<file path="config.mk">
export PLATFORM = sky130hd
export DESIGN_NAME = muldiv_seq
export DESIGN_NICKNAME = d
export VERILOG_FILES = /design/src/rtl/muldiv_seq_pkg.sv /design/src/rtl/muldiv_seq.sv
export SDC_FILE = /design/constraint.sdc
export NUM_CORES = 1
export LEC_CHECK = 0
export BUFFER_PORTS_ARGS = -buffer_cell sky130_fd_sc_hd__buf_2
export CAP_MARGIN = 20
export CORE_UTILIZATION = 58
export DETAILED_ROUTE_END_ITERATION = 7
export PLACE_DENSITY_LB_ADDON = 0.1
export SYNTH_ARGS = -nofsm -noshare
export SYNTH_HDL_FRONTEND = slang
export SYNTH_SLANG_ARGS = --single-unit
</file>
<file path="constraint.sdc">
create_clock -name clk -period 7.8 [get_ports clk]
set_input_delay 0 -clock clk [delete_from_list [all_inputs] [get_ports clk]]
set_output_delay 0 -clock clk [all_outputs]
set_load 0.01 [all_outputs]
</file>
<file path="src/rtl/muldiv_seq_pkg.sv">
// Shared aluop encodings, sequencer states and handshake levels for muldiv_seq.
// Latency: n/a (declarations only).
// Backpressure: n/a.
package muldiv_seq_pkg;

  // aluop encodings handled by the sequencer
  localparam logic [7:0] EXE_DIV_OP   = 8'b00011010;
  localparam logic [7:0] EXE_DIVU_OP  = 8'b00011011;
  localparam logic [7:0] EXE_MADD_OP  = 8'b10100110;
  localparam logic [7:0] EXE_MADDU_OP = 8'b10101000;
  localparam logic [7:0] EXE_MSUB_OP  = 8'b10101010;
  localparam logic [7:0] EXE_MSUBU_OP = 8'b10101011;

  // divider handshake and stall levels
  localparam logic DivStart       = 1'b1;
  localparam logic DivStop        = 1'b0;
  localparam logic DivResultReady = 1'b1;
  localparam logic Stop           = 1'b1;
  localparam logic NoStop         = 1'b0;

  typedef enum logic [1:0] {
    MDS_IDLE     = 2'd0,
    MDS_ACC      = 2'd1,
    MDS_DIV_WAIT = 2'd2,
    MDS_DIV_END  = 2'd3
  } mds_state_t;

  function automatic logic is_acc_op(input logic [7:0] op);
    return (op == EXE_MADD_OP) || (op == EXE_MADDU_OP) ||
           (op == EXE_MSUB_OP) || (op == EXE_MSUBU_OP);
  endfunction

  function automatic logic is_sub_op(input logic [7:0] op);
    return (op == EXE_MSUB_OP) || (op == EXE_MSUBU_OP);
  endfunction

  function automatic logic is_div_op(input logic [7:0] op);
    return (op == EXE_DIV_OP) || (op == EXE_DIVU_OP);
  endfunction

endpackage

</file>
<file path="src/rtl/muldiv_seq.sv">
// EX-stage sequencer for MADD/MSUB accumulate and the iterative divider handshake.
// Latency: accumulate 2 cycles; divide 1 start + divider cycles + 1 end (div-by-zero 2 cycles).
// Backpressure: stalls EX until the HI/LO write is ready; hold_i freezes the final state, flush_i aborts.
module muldiv_seq
  import muldiv_seq_pkg::*;
#(
  parameter logic [31:0] DIV_ZERO_LO = 32'hFFFFFFFF
) (
  input  logic        clk,
  input  logic        rst,
  input  logic [7:0]  aluop_i,
  input  logic [31:0] reg1_i,
  input  logic [31:0] reg2_i,
  input  logic [31:0] hi_i,
  input  logic [31:0] lo_i,
  input  logic [63:0] mulres_i,
  input  logic        hold_i,
  input  logic        flush_i,
  input  logic [63:0] div_result_i,
  input  logic        div_ready_i,
  output logic        div_start_o,
  output logic        div_annul_o,
  output logic        div_signed_o,
  output logic [31:0] div_opdata1_o,
  output logic [31:0] div_opdata2_o,
  output logic        stallreq_o,
  output logic        whilo_o,
  output logic [31:0] hi_o,
  output logic [31:0] lo_o,
  output logic        busy_o
);

  mds_state_t  state;
  logic [63:0] acc_reg;
  logic [63:0] res_reg;
  logic [31:0] op1_reg;
  logic [31:0] op2_reg;
  logic        signed_reg;
  logic [63:0] acc_sum;

  // carry out of bit 63 is intentionally dropped: accumulate wraps mod 2^64
  assign acc_sum = {hi_i, lo_i} + acc_reg;

  // state transitions and operand/result capture; flush overrides everything
  always_ff @(posedge clk) begin
    if (rst) begin
      state      <= MDS_IDLE;
      acc_reg    <= 64'd0;
      res_reg    <= 64'd0;
      op1_reg    <= 32'd0;
      op2_reg    <= 32'd0;
      signed_reg <= 1'b0;
    end else if (flush_i) begin
      state <= MDS_IDLE;
    end else begin
      case (state)
        MDS_IDLE: begin
          if (is_acc_op(aluop_i)) begin
            acc_reg <= is_sub_op(aluop_i) ? (~mulres_i + 64'd1) : mulres_i;
            state   <= MDS_ACC;
          end else if (is_div_op(aluop_i)) begin
            if (reg2_i != 32'd0) begin
              op1_reg    <= reg1_i;
              op2_reg    <= reg2_i;
              signed_reg <= (aluop_i == EXE_DIV_OP);
              state      <= MDS_DIV_WAIT;
            end else begin
              // divide by zero never reaches the divider
              res_reg <= {reg1_i, DIV_ZERO_LO};
              state   <= MDS_DIV_END;
            end
          end
        end
        MDS_ACC: begin
          if (!hold_i) state <= MDS_IDLE;
        end
        MDS_DIV_WAIT: begin
          if (div_ready_i == DivResultReady) begin
            res_reg <= div_result_i;
            state   <= MDS_DIV_END;
          end
        end
        MDS_DIV_END: begin
          if (!hold_i) state <= MDS_IDLE;
        end
        default: state <= MDS_IDLE;
      endcase
    end
  end

  // outputs follow the current-cycle aluop in IDLE, so they are decoded combinationally
  always_comb begin
    div_start_o   = DivStop;
    div_annul_o   = 1'b0;
    div_signed_o  = 1'b0;
    div_opdata1_o = 32'd0;
    div_opdata2_o = 32'd0;
    stallreq_o    = NoStop;
    whilo_o       = 1'b0;
    hi_o          = 32'd0;
    lo_o          = 32'd0;
    busy_o        = 1'b0;
    if (!rst) begin
      busy_o = (state != MDS_IDLE);
      if (flush_i) begin
        // reset silently drops a divide; only a flush tells the divider to stop
        div_annul_o = (state == MDS_DIV_WAIT);
      end else begin
        case (state)
          MDS_IDLE: begin
            if (is_acc_op(aluop_i)) begin
              stallreq_o = Stop;
            end else if (is_div_op(aluop_i)) begin
              stallreq_o = Stop;
              if (reg2_i != 32'd0) begin
                div_start_o   = DivStart;
                div_opdata1_o = reg1_i;
                div_opdata2_o = reg2_i;
                div_signed_o  = (aluop_i == EXE_DIV_OP);
              end
            end
          end
          MDS_ACC: begin
            whilo_o      = 1'b1;
            {hi_o, lo_o} = acc_sum;
          end
          MDS_DIV_WAIT: begin
            div_start_o   = DivStart;
            div_opdata1_o = op1_reg;
            div_opdata2_o = op2_reg;
            div_signed_o  = signed_reg;
            stallreq_o    = Stop;
          end
          MDS_DIV_END: begin
            whilo_o      = 1'b1;
            {hi_o, lo_o} = res_reg;
          end
          default: ;
        endcase
      end
    end
  end

endmodule

</file>
---- Word-level counts from Yosys, hierarchy flattened ----
Index checks and enable logic that the tools add are counted.
word-level totals
  register bits ........................... 195
  bits of input ports ..................... 269
  output and inout bits ................... 134
  logic and storage cells ................. 94
operators by class
  add/subtract/negate cells ............... 2
  equality and inequality tests ........... 15
  mux-type cells .......................... 53
  bitwise logic cells ..................... 3
  reduce and logical (&&, ||, !) cells .... 15
operators with widths
  cell                   count
  $mux 32                14
  $mux 64                5
  $pmux 32 s2            4
  $pmux 64 s2            1
  $add 64x1->64 const B  1
  $add 64x64->64         1
  $not 64->64            1
  $eq 8x8->1 const B     4
  $reduce_bool 32->1     1
  $mux 1                 21
  $eq 8x5->1 const B     2
  $ne 2x2->1 const B     5
  $mux 2                 4
  $pmux 1 s2             3
  $pmux 2 s3             1
  $reduce_and 3->1       2
  $reduce_and 6->1       1
  $logic_or 1x1->1       5
  $reduce_and 5->1       1
  $eq 2x2->1 const B     2
  $reduce_bool 2->1      2
  $reduce_or 2->1        2
  $ne 3x3->1 const B     1
  $eq 2x1->1 const B     1
  other kinds (2)        3

---- Depth between registers and ports, before layout ----
  depth after elaboration ................. 8
  mapped depth ............................ 14
  depth with buffers taken out ............ 14

---- Worst setup path after synthesis ----
OpenSTA, ideal clock, no wires.
  path type ............................... register -> output
  from .................................... reg acc_reg[0]
  to ...................................... out hi_o[28]
  arrival ................................. 3.001 ns
  required time ........................... 7.800 ns
  setup slack ............................. 4.799 ns
  cell stages (with the launch flop) ...... 15
  path buffers ............................ 0
  cell sequence ........................... dfxtp_1 ha_1 inv_1 fa_1 nand2b_1 a21oi_1 o2111ai_1 nand3_1 a21oi_1 o31ai_1 a31oi_1 o21ai_1 a41oi_1 xor2_1 o21ai_0
on the way
  cells in the longest elaborated chain, start to end .. 4
ends and longest elaborated chain
  item                    RTL line           text
  start, declared         muldiv_seq.sv:34   logic [63:0] acc_reg;
  start signal, assigned  muldiv_seq.sv:59   acc_reg <= is_sub_op(aluop_i) ? (~mulres_i + 64'd1) : mulres_i;
  $add 64x64->64          muldiv_seq.sv:42   assign acc_sum = {hi_i, lo_i} + acc_reg;
  $pmux 32 s2             muldiv_seq.sv:109  case (state)
  $mux 32                 muldiv_seq.sv:105  if (flush_i) begin
  $mux 32                 muldiv_seq.sv:103  if (!rst) begin
  end, declared           muldiv_seq.sv:28   output logic [31:0] hi_o,
Every way passes these cells.

---- Final worst setup path ----
  from .................................... reg acc_reg[0]
  to ...................................... out hi_o[8]
Same word-level chain as after synthesis.

==> summary.txt <==
Clock tree
  – CTS max path bufs: 2
  – H-tree Lvls: 4
  – Root buf cell: clkbuf_16
  – Num CTS Buffers: 17
  – Num Clock Sinks: 195
  – Clk pin slew, worst setup/hold paths: 0.08 ns
  – CTS tree: yes
  – Clk_lat worst skew: 0.46 ns
  – Resized cells post-CTS: 0
  – Setup bufs post-CTS: 0
  – Hold-fix buffers, CTS: 213

STA
  – Tmin final: 4.15 ns
  – Worst setup margin: 3.65 ns
  – Worst Max-Slew Pin Slew: 1.12 ns
  – Final setup fails: 0
  – Final period util: 53.2%
  – Clk_skew: 0.0179 ns
  – RSZ-0062 raised after global routing: no
  – Final Hold Vio Count: 0
  – Slew margin rel.: 25.5%
  – Setup TNS: 0 ns
  – Pins Over Slew Limit: 0
  – Max Freq: 241 MHz

Place
  – Placed cell count: 2,568
  – Place WS: 4.23 ns
  – PortBufs: 402
  – Instance area after placement: 15,900 um^2
  – Placer Congestion: 0.983
  – Placed wire-length estimate: 38.3 mm

Final layout
  – Final nets: 2,817
  – Layout cells sized above 1: 19.6%
  – Design area: 18,700 um^2
  – Final Util: 79.7%
  – Final non-filler cell total: 2,819
  – Most frequent cells in the layout: 401 x buf_2, 327 x nor2_1, 288 x nand2_1, 213 x a21oi_1, 213 x dlygate4sd3_1
  – Most common cell after layout, fill and taps aside: buf_2
  – Syn-to-layout area delta: 34.9%

Die
  – Die area: 24,500 um^2
  – Row cnt: 56
  – Die Width: 157 um
  – Height of the die: 157 um
  – I/O pin count: 403
  – Core box area: 23,500 um^2
  – Initial core utilization: 59.1%

Logic synthesis
  – Syn Area/Cell: 7.02 um^2
  – Mapped cell area: 13,900 um^2
  – Post-synth top flop: dfxtp_1
  – Post-synth EDFFs: 0
  – Mapped Nets: 2,311
  – Synth warnings: 0
  – FF+latch count, synth: 195
  – Sequential-to-total area share from yosys stat: 28.1%
  – Post-Syn Instances: 1,977
  – Ys async rst share: 0%
  – Library cells used by synthesis: 72

Power and ir drop
  – Internal power: 0.00162 W
  – Worst vdd rail ir drop: 140 uV
  – Logic pwr share: 16.8%
  – Clock network power share: 40.4%
  – Sequential share of power: 42.8%
  – Switching part of the total: 30.8%
  – PwrDens: 125 nW/um^2
  – Psw: 0.000719 W
  – Leakage: 7.85 nW

Critical path
  – Critical path arrival: 4.15 ns
  – Crit Path Category: reg2out
  – Worst Path Max Fanout: 5
  – Worst setup SP type: flop
  – Critical Path RT: 7.80 ns
  – Cells along the critical path: ha_1 > inv_1 > fa_1 > nand2b_1 > a21oi_1 > o2111ai_1 > nand3_1 > a21oi_1 > o31ai_1 > a31o_2 > nand3_1 > o21ai_0 > xnor2_1 > o21ai_0 > buf_2
  – Slowest stage delay, CP: 0.59 ns
  – CP Capture Type: output port
  – Slowest-stage cell, CP: o31ai_1

Routing
  – Starting DRT DRC Count: 2,534
  – Vias per cell: 6.43
  – Via count: 18,118
  – Post-DRT Antenna Nets: 0
  – DRC Markers: 4
  – WL final: 59.3 mm
  – WL per Instance: 21.0 um
  – Drt pass-1 iters: 8

Global route
  – Total GRT Usage: 47.9%
  – Largest net degree at the start of global routing: 98
  – Antenna violations before repair: 4
  – First-pass GRT wire length: 91.7 mm
  – Vias in the first global route: 17,395
  – Grt ovf: 0

Min path
  – Hold WC Path Type: in2reg

Status
  – Failing checks: DRC
  – Outcome: complete, but fails checks

Job
  – Number of max-cap violations: 0
[synth_stat cells (21+ instances only)]
master	instances	share of area [%]
nor2_1	328	8.9
nand2_1	289	7.8
a21oi_1	213	7.7
dfxtp_1	195	28
clkbuf_1	122	3.3
nor3_1	86	3.1
a22oi_1	66	3.6
ha_1	64	5.8
xor2_1	60	3.8
o21ai_0	58	2.1
xnor2_1	54	3.4
a211oi_1	51	2.8
nand3_1	38	1.4
a311oi_1	37	2.3
a21o_1	36	1.9
inv_1	26	0.70
nand4_1	22	0.99
nor4_1	21	0.95
[layer usage]
metal	vias to the layer above	GRT usage [%]	share of wire, %	routed length (um)
met3	427	16.0	12	6980
met1	8155	53.4	35	20900
met4	0	32.9	7.4	4390
li1	8039	-	-	-
met2	1497	77.4	46	27000
met5	-	0.414	0	0
[worst paths after layout]
kind,from,endpoint,slack (ns),depth (start not counted)
max,acc_reg[0],hi_o[8],3.65,15
min,mulres_i[39],acc_reg[39],0.004,3
max reg2reg,state[0],op1_reg[12],4.81,6
min reg2reg,op1_reg[27],op1_reg[27],0.47,2
[power groups by stage]
stage	Sequential, W	Clock (W)	Combinational, W
2_1_floorplan	0.00102	0	0.000149
3_5_place_dp	0.00102	0	0.000295
4_1_cts	0.00100	0.000941	0.000372
5_1_grt	0.00100	0.000988	0.000417
3_3_place_gp	0.00102	0	0.000294
6_report	0.00100	0.000945	0.000392
[cell type report]
type	instances	area (um^2)
Antenna cell	4	10.0
Fill cell	1582	4760
Multi-Input combinational cell	1611	9360
Sequential cell	195	3910
Tap cell	319	399
Clock buffer	17	425
Timing Repair Buffer	631	4310
Inverter	27	101
Clock inverter	15	195
[per-stage QoR]
stage	total power [W]	hold slack (ns)
5_1_grt	0.00241	0.0298
6_report	0.00234	0.00401
3_3_place_gp	0.00132	0.260
3_5_place_dp	0.00132	0.269
4_1_cts	0.00231	0.00126
2_1_floorplan	0.00117	0.136
[cell families (layout without fill, tap and decap cells)]
| family | Yosys count | in the layout | share of synthesized area [%] |
|---|---|---|---|
| multiplexers | 11 | 11 | 0.794 |
| adder cells (fa/ha/maj) | 65 | 65 | 5.92 |
| XOR/XNOR | 114 | 114 | 7.20 |
| AND/OR/NAND/NOR | 867 | 867 | 27.6 |
| AO/OA/AOI/OAI | 554 | 554 | 25.6 |
| buffers and inverters | 171 | 690 | 4.69 |
| flip-flops | 195 | 195 | 28.1 |
| other | 0 | 4 | 0 |
[worst max-delay path, delay by kind of cell, from the launching register on]
kind,cells,cell delay (ns)
AOI/OAI and AO/OA,7,2.00
adders and majority gates,2,0.54
and+or+nand+nor,3,0.46
DFF,1,0.34
buffers and inverters,2,0.29
xor gates and xnor gates,1,0.08
Note: power is estimated with default switching activity, not from simulation.
